==> src/rtl/uart_rx_pkg.sv <==
// Shared definitions for the UART receive path.
//   PRESCALE_8/16/32 : legal oversampling ratios
//   BIT_CNT_W        : width of the frame bit index (bit_counter)
//   prescale_eff()   : maps any Prescale value to the ratio actually used
package uart_rx_pkg;

  localparam int unsigned PRESCALE_8  = 8;
  localparam int unsigned PRESCALE_16 = 16;
  localparam int unsigned PRESCALE_32 = 32;
  localparam int unsigned BIT_CNT_W   = 4;

  // Unsupported ratios fall back to 8 so the edge counter always has a
  // reachable last edge.
  function automatic logic [5:0] prescale_eff(input logic [31:0] prescale);
    if (prescale == PRESCALE_16)      prescale_eff = 6'(PRESCALE_16);
    else if (prescale == PRESCALE_32) prescale_eff = 6'(PRESCALE_32);
    else                              prescale_eff = 6'(PRESCALE_8);
  endfunction

endpackage

==> src/rtl/uart_rx_shift_reg.sv <==
// Data shift register with a saturating capture count.
//   clk, rst   : clock, synchronous active-high reset
//   abort      : clears register and count (receiver left the data phase)
//   clr_cnt    : clears only the count (frame closed)
//   cap        : shift bit_in in at this edge
//   bit_in     : sampled data bit
//   shift      : current shift register contents
//   full       : DATA_WIDTH bits captured since the last clear
module uart_rx_shift_reg #(
  parameter int unsigned DATA_WIDTH = 8,
  parameter bit          LSB_FIRST  = 1'b1
) (
  input  logic                  clk,
  input  logic                  rst,
  input  logic                  abort,
  input  logic                  clr_cnt,
  input  logic                  cap,
  input  logic                  bit_in,
  output logic [DATA_WIDTH-1:0] shift,
  output logic                  full
);

  localparam int unsigned CNT_W = $clog2(DATA_WIDTH + 1);

  logic [CNT_W-1:0]      cnt;
  logic [DATA_WIDTH-1:0] shift_nxt;

  // NOTE: every always_comb output gets a default first so no latch is inferred.
  always_comb begin
    shift_nxt = shift;
    if (LSB_FIRST) shift_nxt = {bit_in, shift[DATA_WIDTH-1:1]};
    else           shift_nxt = {shift[DATA_WIDTH-2:0], bit_in};
  end

  // NOTE: sequential state uses non-blocking assignments so all registers
  // update together on the edge.
  always_ff @(posedge clk) begin
    if (rst || abort) begin
      shift <= '0;
      cnt   <= '0;
    end else if (clr_cnt) begin
      // A capture coinciding with the frame close is dropped.
      cnt <= '0;
    end else if (cap) begin
      shift <= shift_nxt;
      if (cnt != CNT_W'(DATA_WIDTH)) cnt <= cnt + CNT_W'(1);
    end
  end

  assign full = (cnt == CNT_W'(DATA_WIDTH));

endmodule

==> src/rtl/uart_rx_deser_param.sv <==
// UART RX deserializer: captures data bits at the last oversampling edge of
// each bit, loads a holding register on the frame-accept pulse and keeps a
// valid flag until the consumer acknowledges it.
//   CLK, RST     : clock, synchronous active-high reset
//   deser_en     : data/parity phase active; low aborts a partial word
//   sampled_bit  : majority-voted bit
//   Prescale     : oversampling ratio (8/16/32, anything else acts as 8)
//   edge_counter : oversample edge index
//   bit_counter  : frame bit index, 0 = start, 1..DATA_WIDTH = data
//   frame_ok     : frame accepted pulse
//   data_ack     : consumer has taken P_Data
//   P_Data       : holding register
//   P_Valid      : P_Data unread
//   overrun      : pulse, unread word replaced
//   short_frame  : pulse, frame_ok with fewer than DATA_WIDTH bits
// Optional macro UART_DESER_PARITY_EN adds PAR_TYP (0 even, 1 odd) and par_err.
module uart_rx_deser_param
  import uart_rx_pkg::*;
#(
  parameter int unsigned DATA_WIDTH = 8,
  parameter bit          LSB_FIRST  = 1'b1,
  parameter int unsigned PRESCALE_W = 6
) (
  input  logic                  CLK,
  input  logic                  RST,
  input  logic                  deser_en,
  input  logic                  sampled_bit,
  input  logic [PRESCALE_W-1:0] Prescale,
  input  logic [4:0]            edge_counter,
  input  logic [BIT_CNT_W-1:0]  bit_counter,
  input  logic                  frame_ok,
  input  logic                  data_ack,
  output logic [DATA_WIDTH-1:0] P_Data,
  output logic                  P_Valid,
  output logic                  overrun,
  output logic                  short_frame
`ifdef UART_DESER_PARITY_EN
  ,
  input  logic                  PAR_TYP,
  output logic                  par_err
`endif
);

  logic [4:0]            last_edge;
  logic                  on_edge;
  logic                  in_data;
  logic                  cap;
  logic                  full;
  logic                  load;
  logic [DATA_WIDTH-1:0] shift;

  assign last_edge = 5'(prescale_eff(32'(Prescale)) - 6'd1);
  assign on_edge   = deser_en && (edge_counter == last_edge);
  assign in_data   = (bit_counter != '0) &&
                     (bit_counter <= BIT_CNT_W'(DATA_WIDTH));
  assign cap       = on_edge && in_data;
  assign load      = frame_ok && full;

  uart_rx_shift_reg #(
    .DATA_WIDTH (DATA_WIDTH),
    .LSB_FIRST  (LSB_FIRST)
  ) u_shift (
    .clk     (CLK),
    .rst     (RST),
    .abort   (!deser_en),
    .clr_cnt (frame_ok),
    .cap     (cap),
    .bit_in  (sampled_bit),
    .shift   (shift),
    .full    (full)
  );

  // NOTE: the data holding register is reset as well, so P_Data never shows
  // stale or unknown contents after reset.
  always_ff @(posedge CLK) begin
    if (RST) begin
      P_Data      <= '0;
      P_Valid     <= 1'b0;
      overrun     <= 1'b0;
      short_frame <= 1'b0;
    end else begin
      overrun     <= 1'b0;
      short_frame <= 1'b0;
      if (load) begin
        P_Data  <= shift;
        P_Valid <= 1'b1;
        // An ack in the load cycle means the old word was consumed.
        overrun <= P_Valid && !data_ack;
      end else begin
        if (frame_ok) short_frame <= 1'b1;
        if (data_ack) P_Valid     <= 1'b0;
      end
    end
  end

`ifdef UART_DESER_PARITY_EN
  logic par_bit;
  logic at_par;

  assign at_par = on_edge && (bit_counter == BIT_CNT_W'(DATA_WIDTH + 1));

  always_ff @(posedge CLK) begin
    if (RST) begin
      par_bit <= 1'b0;
      par_err <= 1'b0;
    end else begin
      if (at_par) par_bit <= sampled_bit;
      if (load)          par_err <= ((^shift) ^ par_bit) != PAR_TYP;
      else if (data_ack) par_err <= 1'b0;
    end
  end
`endif

endmodule

==> config.mk <==
export PLATFORM = sky130hd
export DESIGN_NAME = uart_rx_deser_param
export DESIGN_NICKNAME = d
export VERILOG_FILES = /design/src/rtl/uart_rx_pkg.sv /design/src/rtl/uart_rx_shift_reg.sv /design/src/rtl/uart_rx_deser_param.sv
export SDC_FILE = /design/constraint.sdc
export NUM_CORES = 1
export LEC_CHECK = 0
export ABC_AREA = 1
export BUFFER_PORTS_ARGS = -buffer_cell sky130_fd_sc_hd__buf_4
export CAP_MARGIN = 0
export CORE_MARGIN = 2
export CORE_UTILIZATION = 50
export CTS_CLUSTER_DIAMETER = 60
export CTS_CLUSTER_SIZE = 14
export DETAILED_ROUTE_END_ITERATION = 10
export PLACE_DENSITY_LB_ADDON = 0.1
export SLEW_MARGIN = 40
export SYNTH_ARGS = -nofsm -noshare
export SYNTH_HDL_FRONTEND = slang
export SYNTH_SLANG_ARGS = --single-unit
==> constraint.sdc <==
create_clock -name CLK -period 3.3 [get_ports CLK]
set_input_delay 0.495 -clock CLK [delete_from_list [all_inputs] [get_ports CLK]]
set_output_delay 0.495 -clock CLK [all_outputs]
set_load 0.02 [all_outputs]
==> impl_metrics.yaml <==
run_status:
  status: "finished, final reports clean"
hold_path:
  worstHoldPathCells: 2
  min_to: "overrun"
  hold_class: "input port to flop"
  min_from: "data_ack"
clocking:
  clockBufferDepth: 2
  clk_latency_ns: 0.31
  cts_tree: "yes"
  postCtsHoldBufs: 0
  post_cts_resized: 0
  clkTransAtPathRegs_ns: 0.12
  post_cts_buffers: 0
  cts_made_buffers: 3
  cts-root-buf: "clkbuf_4"
  cts_num_sinks: 23
  htree_levels: 1
detailed_routing:
  wl_per_cell_um: 9.820
  viasPerCell: 4.645
  wl_um: 2131
  ant_nets: 0
  first_pass_iters: 4
  num_vias: 1008
  drt-initial-drc-count: 14
  drcViolationCount: 0
worst_setup_path:
  r2r_start: "u_shift.cnt[0]"
  path_cells: "inv_1 > ha_1 > nand2_1 > nor2_1 > inv_1 > o21ai_0 > clkinv_1 > nand2_1 > o21ai_0"
  r2r-end: "P_Data[7]"
  cpPeakStageDelay_ns: 0.36
  reg2reg_depth: 9
  cpMaxStageDelayCell: "dfxtp_1"
  arrival_ns: 1.78
  reg2reg_slack_ns: 1.71
  cp-start-kind: "flop"
  end_kind: "flop"
  cp-startpoint: "u_shift.cnt[0]"
  path_delay_family: "buffers and inverters"
  critPathKind: "flop to flop"
  critPathRequiredTime_ns: 3.49
  path_buf_inv: 3
  crit_fanout: 9
sta:
  worst_pin_slew_ns: 0.3478
  skew_ns: 0.009131
  maxSlewHeadroom: 0.7675
  final-hold-violation-count: 0
  slew_viol_final: 0
  rsz0062_at_grt: "no"
  finalSetupViolCount: 0
  max_freq_ghz: 0.6285
  period_share: 0.4822
  fin_tns_setup_ns: 0
  finalCriticalPeriod_ns: 1.591
global_routing:
  grt_max_degree: 17
  overflow: 0
  gr-usage-all-layers: 0.1883
  antenna_found_initial: 0
  grt_pass1_wl_um: 3601
  grt_pass1_vias: 877
placement:
  io_buffers: 31
  hpwl_um: 1694
  place_inst: 213
  gp_congestion: 0.8677
floorplanning:
  initial_core_util: 0.5379
  die-area_um2: 2518
  core_um2: 1982
  die_h_um: 50.18
  die_w_um: 50.18
  ios: 32
  fp-row-count: 16
cells_and_area:
  regArea_um2: 460.4
  finalNonFillerCells: 217
  antenna_cells: 0
  drive_above_1_share: 0.2211
  layout_commonest_cell: "nand2_1"
  nFillCells: 180
  synthToLayoutAreaGrowth_pct: 26.53
  fin_nets: 214
  layout_common_cells: "nand2_1 (45), buf_4 (31), inv_1 (26)"
  multi_input_area_um2: 493.0
logic_synthesis:
  syn-cell-area_um2: 1066
  syn-num-nets: 179
  syn_inst: 156
  ys_ff_latch: 23
  yosysWarnings: 0
  ys_seq_area_frac: 0.4319
  synthDistinctLibCells: 19
  avgSynthCellArea_um2: 6.833
power:
  p_leak_nw: 0.7011
  vdd_drop_max_v: 0.0003275
  power_density_nw_per_um2: 332.1
  power_w: 0.0004479
job:
  drv_cap: 0
==> synth_stat cells <==
cell type  instances  area, um2
inv_1             26      97.59
nand4_1            4      25.02
nor2_4             1      11.26
ha_1               2      25.02
nor3_1             1      5.000
clkinv_1           1      3.750
nand2_1           45      168.9
xnor2_1            1      8.760
xor2_1             1      8.760
o31ai_1            1      7.510
dfxtp_1           23      460.4
buf_6              1      11.26
nand3_4            1      17.52
o21ai_0            9      45.04
nor2_1            25      93.84
nand3_1            6      30.03
a21oi_1            3      15.01
nor2_2             2      12.51
nand2_2            3      18.77
==> report_power, final <==
part / switching, W / total (W) / internal (W)
registers: 0.000000244 / 0.000279 / 0.000278
clock network: 0.0000806 / 0.000126 / 0.0000453
logic: 0.0000218 / 0.0000434 / 0.0000216
total: 0.000103 / 0.000448 / 0.000345
==> kinds of logic (layout without fill, tap and decap cells) <==
| kind of cell | count (synthesis) | count (layout) | share of synthesized area |
|---|---|---|---|
| DFF | 23 | 23 | 0.4319 |
| and+or+nand+nor | 88 | 88 | 0.3591 |
| buffers and inverters | 28 | 62 | 0.1056 |
| AOI/OAI and AO/OA | 13 | 13 | 0.06338 |
| xor gates and xnor gates | 2 | 2 | 0.01643 |
| adders and majority gates | 2 | 2 | 0.02347 |
==> metrics by stage <==
stage          instance area [um2]    util  setup WS, ns  hold WS [ns]
5_1_grt                       1349  0.6806         1.494        0.3160
3_3_place_gp                  1321  0.6667         1.693        0.4410
3_5_place_dp                  1321  0.6667         1.587        0.4502
4_1_cts                       1349  0.6806         1.707        0.3271
2_1_floorplan                 1066       -         1.840        0.4510
6_report                      1349  0.6806         1.709        0.3315
==> registers in the layout, indices dropped and copies added, names as in the netlist <==
register and count:
P_Data 8, overrun 1, u_shift.cnt 4, P_Valid 1
short_frame 1, u_shift.shift 8
==> routing by layer <==
metal  vias up  wire length, um  GRT usage
met2        21             1037     0.3224
met4         0               12    0.04167
met3         2              115    0.05952
met1       441              965     0.2296
li1        544                -          -
met5         -                0          0
==> cell type report <==
type	instances	share of cell area
timing repair buffer	31	0.1725
sequential	23	0.3414
clock inverter	1	0.003711
clock buffer	3	0.01670
multi-input combinational	105	0.3655
inverter	27	0.07514
tap	27	0.02505
==> worst max path at each step <==
stage               cells past startpoint          endpoint  slack (ns)
finish                                  9         P_Data[7]        1.71
global route                            9         P_Data[7]        1.49
CTS                                     9         P_Data[7]        1.71
detailed placement                     10  u_shift.shift[1]        1.59
global placement                        9  u_shift.shift[6]        1.69
floorplan                               9  u_shift.shift[0]        1.84
Power figures use the tool's default switching activity.
